$ cat src/rtl/dmem_arb_pkg.sv
// Shared types and constants for the data-memory arbiter.
package dmem_arb_pkg;

  typedef enum logic {
    S_CPU      = 1'b0,
    S_AUX_LOCK = 1'b1
  } arb_state_t;

  // Word index bits of a byte address into the 64-word dmem.
  localparam int unsigned DMEM_IDX_HI = 7;
  localparam int unsigned DMEM_IDX_LO = 2;

  // Any address bit set under this mask lies outside the 256-byte dmem.
  localparam logic [31:0] DMEM_OOB_MASK = 32'hFFFF_FF00;

  function automatic logic is_oob(input logic [31:0] addr);
    return |(addr & DMEM_OOB_MASK);
  endfunction

endpackage

$ cat src/rtl/dmem_arbiter.sv
// Arbiter sharing the single-port dmem between the CPU and an auxiliary
// master. The CPU has priority, the aux master gets a forced grant after a
// bounded wait and may lock the memory for bursts of limited length.
// Optional build macro: DMEM_ARB_STATS_EN adds conflict/forced-grant counters.
module dmem_arbiter
  import dmem_arb_pkg::*;
#(
  parameter int unsigned MAX_WAIT = 4,
  parameter int unsigned MAX_LOCK = 8
) (
  input  logic        clk,
  input  logic        rst_n,
  input  logic        cpu_req,
  input  logic        cpu_we,
  input  logic [31:0] cpu_a,
  input  logic [31:0] cpu_wd,
  output logic [31:0] cpu_rd,
  output logic        cpu_gnt,
  output logic        cpu_stall,
  input  logic        aux_req,
  input  logic        aux_we,
  input  logic        aux_lock,
  input  logic [31:0] aux_a,
  input  logic [31:0] aux_wd,
  output logic [31:0] aux_rd,
  output logic        aux_gnt,
  output logic        mem_we,
  output logic [31:0] mem_a,
  output logic [31:0] mem_wd,
  input  logic [31:0] mem_rd,
  output logic        err_oob
`ifdef DMEM_ARB_STATS_EN
  ,
  output logic [15:0] stat_conflict,
  output logic [15:0] stat_force
`endif
);

  localparam logic [3:0] MAX_WAIT_C = 4'(MAX_WAIT);
  localparam logic [3:0] MAX_LOCK_C = 4'(MAX_LOCK);

  arb_state_t state_q, state_d;
  logic [3:0] wait_cnt_q, wait_cnt_d;
  logic [3:0] lock_cnt_q, lock_cnt_d;
  logic       err_oob_q, err_oob_d;
  logic       oob_acc;
  logic       we_sel;

  // Grant decision and FSM next state, from requests and registered state.
  always_comb begin
    // NOTE: every variable gets a default first so no path leaves it
    // unassigned; otherwise synthesis infers a latch.
    state_d    = state_q;
    lock_cnt_d = lock_cnt_q;
    cpu_gnt    = 1'b0;
    aux_gnt    = 1'b0;
    // NOTE: grants are gated by rst_n directly so they drop the moment reset
    // asserts, without waiting for the state register to clear.
    if (rst_n) begin
      case (state_q)
        S_CPU: begin
          if (aux_req && (!cpu_req || wait_cnt_q == MAX_WAIT_C)) begin
            aux_gnt = 1'b1;
            if (aux_lock) begin
              state_d    = S_AUX_LOCK;
              lock_cnt_d = 4'd1;
            end
          end else if (cpu_req) begin
            cpu_gnt = 1'b1;
          end
        end
        S_AUX_LOCK: begin
          if (aux_req && aux_lock) begin
            if (lock_cnt_q == MAX_LOCK_C && cpu_req) begin
              // Burst limit reached: yield one cycle to the waiting CPU.
              cpu_gnt    = 1'b1;
              state_d    = S_CPU;
              lock_cnt_d = 4'd0;
            end else begin
              aux_gnt = 1'b1;
              if (lock_cnt_q != MAX_LOCK_C) lock_cnt_d = lock_cnt_q + 4'd1;
            end
          end else begin
            state_d    = S_CPU;
            lock_cnt_d = 4'd0;
            cpu_gnt    = cpu_req;
          end
        end
        default: begin
          state_d    = S_CPU;
          lock_cnt_d = 4'd0;
        end
      endcase
    end
  end

  // Starvation counter: counts denied aux cycles, saturating at MAX_WAIT.
  always_comb begin
    wait_cnt_d = wait_cnt_q;
    if (!aux_req || aux_gnt)         wait_cnt_d = 4'd0;
    else if (wait_cnt_q != MAX_WAIT_C) wait_cnt_d = wait_cnt_q + 4'd1;
  end

  // Memory bus mux, out-of-range suppression and read data return.
  always_comb begin
    mem_a     = aux_gnt ? aux_a  : cpu_a;
    mem_wd    = aux_gnt ? aux_wd : cpu_wd;
    we_sel    = aux_gnt ? aux_we : (cpu_gnt & cpu_we);
    oob_acc   = (cpu_gnt | aux_gnt) & is_oob(mem_a);
    mem_we    = we_sel & ~oob_acc;
    cpu_rd    = (cpu_gnt && !oob_acc) ? mem_rd : 32'd0;
    aux_rd    = (aux_gnt && !oob_acc) ? mem_rd : 32'd0;
    cpu_stall = cpu_req & ~cpu_gnt;
    err_oob_d = err_oob_q | oob_acc;
  end

  assign err_oob = err_oob_q;

  // State, counters and sticky error flag.
  always_ff @(posedge clk or negedge rst_n) begin
    if (!rst_n) begin
      state_q    <= S_CPU;
      wait_cnt_q <= 4'd0;
      lock_cnt_q <= 4'd0;
      err_oob_q  <= 1'b0;
    end else begin
      // NOTE: sequential state uses non-blocking assignments so every flop
      // samples the pre-edge values regardless of statement order.
      state_q    <= state_d;
      wait_cnt_q <= wait_cnt_d;
      lock_cnt_q <= lock_cnt_d;
      err_oob_q  <= err_oob_d;
    end
  end

`ifdef DMEM_ARB_STATS_EN
  logic [15:0] stat_conflict_q;
  logic [15:0] stat_force_q;
  logic        forced_gnt;

  // An aux grant out of S_CPU while the CPU requests can only be a forced one.
  assign forced_gnt = (state_q == S_CPU) & aux_gnt & cpu_req;

  // Saturating conflict and forced-grant counters.
  always_ff @(posedge clk or negedge rst_n) begin
    if (!rst_n) begin
      stat_conflict_q <= 16'd0;
      stat_force_q    <= 16'd0;
    end else begin
      if (cpu_req && aux_req && stat_conflict_q != 16'hFFFF)
        stat_conflict_q <= stat_conflict_q + 16'd1;
      if (forced_gnt && stat_force_q != 16'hFFFF)
        stat_force_q <= stat_force_q + 16'd1;
    end
  end

  assign stat_conflict = stat_conflict_q;
  assign stat_force    = stat_force_q;
`endif

endmodule

$ cat config.mk
export PLATFORM = sky130hd
export DESIGN_NAME = dmem_arbiter
export DESIGN_NICKNAME = d
export VERILOG_FILES = /design/src/rtl/dmem_arb_pkg.sv /design/src/rtl/dmem_arbiter.sv
export SDC_FILE = /design/constraint.sdc
export NUM_CORES = 1
export LEC_CHECK = 0
export BUFFER_PORTS_ARGS = -buffer_cell sky130_fd_sc_hd__buf_4
export CORE_AREA = 2 2 115 117
export DETAILED_ROUTE_END_ITERATION = 10
export DIE_AREA = 0 0 117 119
export PLACE_DENSITY = 0.54
export SLEW_MARGIN = 0
export SYNTH_ARGS = -nofsm -noshare
export SYNTH_HDL_FRONTEND = slang
export SYNTH_SLANG_ARGS = --single-unit
$ cat constraint.sdc
create_clock -name clk -period 4.94 [get_ports clk]
set_input_delay 0.247 -clock clk [delete_from_list [all_inputs] [get_ports clk]]
set_output_delay 0.247 -clock clk [all_outputs]
set_load 0.05 [all_outputs]
==> results of run 1 <==
## registers in the layout, summed over array words and instances, names as in the netlist
name	cells
lock_cnt_q	4
state_q	1
err_oob	1
wait_cnt_q	4
## worst paths after layout
path | startpoint | endpoint | slack, ps
setup reg to reg | lock_cnt_q[0] | wait_cnt_q[2] | 2140
setup / recovery | lock_cnt_q[0] | mem_a[8] | 1480
hold reg to reg | err_oob | err_oob | 480
min in group asynchronous | rst_n | lock_cnt_q[2] | 430
max in group asynchronous | rst_n | err_oob | 4330
hold / removal | aux_lock | state_q | 290
## cells in the final DEF, fill, tap and decap left out, types with 2 or more instances in the layout
cell	n
a211oi_1	5
nand2_1	4
inv_1	41
o21ai_0	2
nor2_1	36
buf_4	303
dfrtp_1	10
xnor2_1	2
o2bb2ai_1	3
nor4_1	11
mux2i_1	2
ha_1	4
clkbuf_16	3
a21oi_1	4
or4_1	3
mux2_2	64
o211ai_1	3
a211oi_2	28
nor3_1	6
nand3_1	2
and2_1	2
nand4_1	3
## through the flow
stage                     hold WS (ps)  util [%]  power [mW]
after floorplan                  -48.6         -       0.387
after global placement             110      36.1       0.591
after detailed placement           112      36.1       0.595
after CTS                          298      36.7       0.740
after global routing               313      36.7       0.766
final                              292      36.7       0.734
## layer usage
layer | GRT usage (%) | share of wire, % | vias up
li1 | - | - | 1560
met1 | 15.8 | 36 | 1401
met2 | 28.2 | 51 | 208
met3 | 2.85 | 9.3 | 23
met4 | 7.13 | 4.3 | 0
met5 | 0 | 0 | -
## logic make-up (layout without fill, tap and decap cells)
logic type | Yosys count | in the layout | synth area share, %
AND/OR/NAND/NOR | 77 | 77 | 17.7
AO/OA/AOI/OAI | 52 | 52 | 23.3
flip-flops | 10 | 10 | 11.0
multiplexers | 66 | 66 | 32.6
adder cells (fa/ha/maj) | 4 | 4 | 2.20
buffers and inverters | 62 | 349 | 12.4
XOR/XNOR | 2 | 2 | 0.771
## final cells by class
class,instances,area (um^2),share of cell area (%)
timing repair buffer,304,2280,48.3
multi-input combinational,201,1740,36.8
sequential,10,250,5.29
tap,176,220,4.66
inverter,42,158,3.33
clock buffer,3,75.1,1.59
## power by group
part | internal [mW] | switching (mW)
Combinational | 0.206 | 0.287
Sequential | 0.0914 | 0.00983
Clock | 0.105 | 0.0357
==> reports/results.ini, run 1 <==
[status]
outcome=completed

[route]
first_pass_iters=4
drc=0
wl_mm=11.7
drtAntennaViolNets=0
vias=3192
initialDrtViolationCount=124
routedWlPerCell_um=15.9
drt-vias-per-instance=4.34

[synthesis]
synth_seq_area_share_pct=11.0
synth_top_area_share_pct=31.7
yosys.cell_count.top_type=mux2_2
synth_seq_cells=10
async_flop_share_pct=100
synth_top_area_cell=mux2_2
synth_commonest_cells=64 x mux2_2, 41 x inv_1, 36 x nor2_1
synth.top_cells.by_area=mux2_2 32%, a211oi_2 15%, dfrtp_1 11%
yosysUniqueCellTypes=39
synth_fp_nets=444
synth.avg_cell_area_um2=8.33
yosys_most_used_dff=dfrtp_1
synth_cells=273
synth_edf_count=0
synth_warnings=0
synth_area_um2=2270

[power_and_ir_drop]
leakage_nw=2.38
pwr_density_cell_nw_per_um2=155
vdd_drop_max_v=0.0000947

[placement]
dpl_worst_slack_ps=1700
place_area_um2=4640
dpl.hpwl_mm=10.1
dp_cells=732
place.gp.congestion=0.902
io_buffers=299

[global_routing]
overflow=0
grt_pass1_wl_mm=16.3
first_global_vias=3118
antenna_found_initial=0
gr-usage-all-layers_pct=15.1
grt_max_degree=65

[clock_network]
root_buffer=clkbuf_16
numCtsBuffers=3
htree_num_levels=1
clkSinkCount=10
cts_tree=yes
cts.repair.resized=0
cts.hold.buffers_added=1
post-cts-setup-buffer-count=0
cts.clk_slew.worst_paths_ps=40
cts_buffer_depth=2
clock_latency_ps=230

[timing]
fin_crit_sh_pct=70.0
hold_viol_final=0
finalSetupViolations=0
finalClockSkew_ps=0.717
fin_ws_ps=1480
max_slew.worst_pin.slew_ps=1070
rsz0062_at_grt=no
drv_slew=0
min_period_ps=3460
maxSlewHeadroom_pct=28.4
timing.fmax_mhz=289
setup_tns_ps=0

[setup_path]
cp.arrival_ps=3210
crit_path_max_incr_delay_ps=850
path_class=reg2out
required_ps=4690
crit_fanout=46
critPathCaptureType=output port
critical_path_buf_inv_count=3
crit_cells=8
startpoint_type=flop
cpLargestDelayFamily=simple AND/OR/NAND/NOR gates
r2r.worst_path.cells=7
crit_slowest_cell=or2_2
critical_path.cell_chain=inv_1 > ha_1 > nand3b_1 > o2bb2ai_2 > or2_2 > clkinv_1 > mux2_2 > buf_4

[floorplanning]
die_x_um=117
fp-row-count=42
die_h_um=119
initial_utilization_pct=17.7
ioPinCount=300
core_um2=12900
dieArea_um2=13900

[finish]
drive_above_1_share_pct=71.8
nets=733
diodes=0
area_growth_pct=108
design_area_um2=4730
fillers=1317
final_cells=736

[hold_path]
whs_path_depth=2
hold_class=in2reg

[job]
maxCapViolCount=0

No activity file was read; power rests on OpenSTA's default activity.
==> inputs of run 2 (changes only) <==
--- a/config.mk
+++ b/config.mk
@@ -6,10 +6,10 @@
 export NUM_CORES = 1
 export LEC_CHECK = 0
 export BUFFER_PORTS_ARGS = -buffer_cell sky130_fd_sc_hd__buf_4
-export CORE_AREA = 2 2 115 117
+export CORE_AREA = 2 2 117 119
 export DETAILED_ROUTE_END_ITERATION = 10
-export DIE_AREA = 0 0 117 119
-export PLACE_DENSITY = 0.54
+export DIE_AREA = 0 0 119 121
+export PLACE_DENSITY = 0.53
 export SLEW_MARGIN = 0
 export SYNTH_ARGS = -nofsm -noshare
 export SYNTH_HDL_FRONTEND = slang
==> constraint.sdc (replaced) <==
create_clock -name clk -period 3.3 [get_ports clk]
set_input_delay 0.165 -clock clk [delete_from_list [all_inputs] [get_ports clk]]
set_output_delay 0.165 -clock clk [all_outputs]
set_load 0.05 [all_outputs]
==> reports/results.ini, run 2 (synthesis results as in run 1) <==
[setup_path]
crit_slowest_cell=or4_2
path_class=reg2out
startpoint_type=flop
crit_fanout=64  ; +39%
critPathCaptureType=output port
required_ps=3130  ; -1560 ps
critical_path.cell_chain=inv_1 > ha_1 > nand3b_4 > o2bb2ai_2 > or4_2 > buf_4 > a211oi_1 > buf_4
r2r_slack_ps=1380  ; -760 ps
crit_path_max_incr_delay_ps=640  ; -210 ps
cp.arrival_ps=2850  ; -360 ps
cpMostUsedCell=buf_4

[timing]
rsz0062_at_grt=no
drv_slew=0  ; unchanged
fin_crit_sh_pct=91.3
finalSetupViolations=0  ; unchanged
max_slew.worst_pin.slew_ps=735  ; -339 ps
fin_ws_ps=287  ; -1200 ps
timing.fmax_mhz=332
maxSlewHeadroom_pct=51.0  ; +23 points
min_period_ps=3010
setup_tns_ps=0  ; unchanged
finalClockSkew_ps=3.43  ; +2.71 ps
hold_viol_final=0  ; unchanged

[power_and_ir_drop]
pwr_density_cell_nw_per_um2=242  ; +56%
leakage_nw=2.40  ; +0.74%
vdd_drop_max_v=0.000121  ; +28%

[global_routing]
grt_pass1_wl_mm=18.3  ; +12%
antenna_found_initial=0  ; unchanged
gr-usage-all-layers_pct=16.5  ; +1.4 points
grt_max_degree=65  ; unchanged
overflow=0  ; unchanged
first_global_vias=3292  ; +5.6%

[clock_network]
cts_tree=yes
htree_num_levels=1  ; unchanged
cts.clk_slew.worst_paths_ps=40  ; about the same
cts_buffer_depth=2  ; unchanged
root_buffer=clkbuf_16
cts.repair.resized=0  ; unchanged
clkSinkCount=10  ; unchanged
numCtsBuffers=3  ; unchanged
clock_latency_ps=240  ; about the same

[job]
maxCapViolCount=0  ; unchanged

[route]
initialDrtViolationCount=88  ; -29%
wl_mm=12.8  ; +9.3%
vias=3229  ; +1.2%
drt-vias-per-instance=4.38  ; +0.89%
routedWlPerCell_um=17.3  ; +9.0%
drc=0  ; unchanged
drtAntennaViolNets=0  ; unchanged
first_pass_iters=4  ; unchanged

[finish]
top_regs=lock_cnt_q: 4 flops, wait_cnt_q: 4 flops
diodes=0  ; unchanged
final_util_pct=36.4  ; -0.33 points
layout.cells.most_common_list=303 x buf_4, 64 x mux2_2, 41 x inv_1, 36 x nor2_1, 28 x a211oi_2
nets=734  ; +0.14%
drive_above_1_share_pct=71.9  ; +0.10 points
fillers=1384  ; +5.1%
final_cells=738  ; +0.27%
area_growth_pct=110
multi_input_comb_area_um2=1740  ; unchanged
regArea_um2=250  ; unchanged
layout_commonest_cell=buf_4

[hold_path]
hold_class=in2reg

[floorplanning]
ioPinCount=300  ; unchanged
initial_utilization_pct=17.4  ; -0.28 points
dieArea_um2=14400  ; +3.4%
core_um2=13100  ; +1.6%
die_h_um=121  ; +1.7%
fp-row-count=42  ; unchanged
die_x_um=119  ; +1.7%

[status]
outcome=completed

[placement]
dpl.hpwl_mm=11.3  ; +12%
dp_cells=733  ; +0.14%
place.gp.congestion=0.827  ; -8.3%
dpl_worst_slack_ps=560  ; -1140 ps
io_buffers=299  ; unchanged

run 2: power breakdown:
group	switching, mW	internal, mW
sequential	0.0149	0.137
clock	0.0620	0.183
combinational	0.444	0.311
total	0.521	0.630
run 2: per-layer routing:
metal / part of all wire [%] / track usage [%] / up-vias
li1: - / - / 1565
met1: 36 / 18.1 / 1457
met2: 48 / 28.3 / 194
met3: 14 / 8.08 / 13
met4: 1.7 / 4.39 / 0
met5: 0 / 0 / -
run 2: what timing repair did:
action                    4_1_cts  5_1_grt
hold endpoints to repair       10        0
hold buffers                    1        0
buffers inserted                0        0
run 2: worst max-delay path, delay by kind of cell (launching register included):
family	cells	cell delay, ps
buffers and inverters	3	690
and+or+nand+nor	2	770
adders and majority gates	1	250
DFF	1	380
AOI/OAI and AO/OA	2	470
run 2: cell type report:
| class | count | area share, % |
|---|---|---|
| Sequential cell | 10 | 5.25 |
| Inverter | 42 | 3.31 |
| Tap cell | 176 | 4.62 |
| Multi-Input combinational cell | 201 | 36.6 |
| Timing Repair Buffer | 305 | 48.4 |
| Clock buffer | 4 | 1.86 |
run 2: path summary, 6_finish.rpt:
kind                          startpoint       endpoint  depth (start not counted)
max in group asynchronous          rst_n  wait_cnt_q[0]                          2
max reg2reg                lock_cnt_q[0]  wait_cnt_q[2]                          7
min                             aux_lock        state_q                          2
min reg2reg                      err_oob        err_oob                          2
min in group asynchronous          rst_n  lock_cnt_q[0]                          2
max                        wait_cnt_q[0]      cpu_rd[1]                          8
run 2: stage by stage:
| stage | power, mW | cell area [um^2] | hold WS [ps] |
|---|---|---|---|
| after global placement | 0.902 | 4660 | 26.8 |
| after floorplan | 0.580 | 2270 | -131 |
| after global routing | 1.21 | 4760 | 197 |
| final | 1.15 | 4760 | 191 |
| after CTS | 1.16 | 4760 | 183 |
| after detailed placement | 0.911 | 4660 | 31.5 |
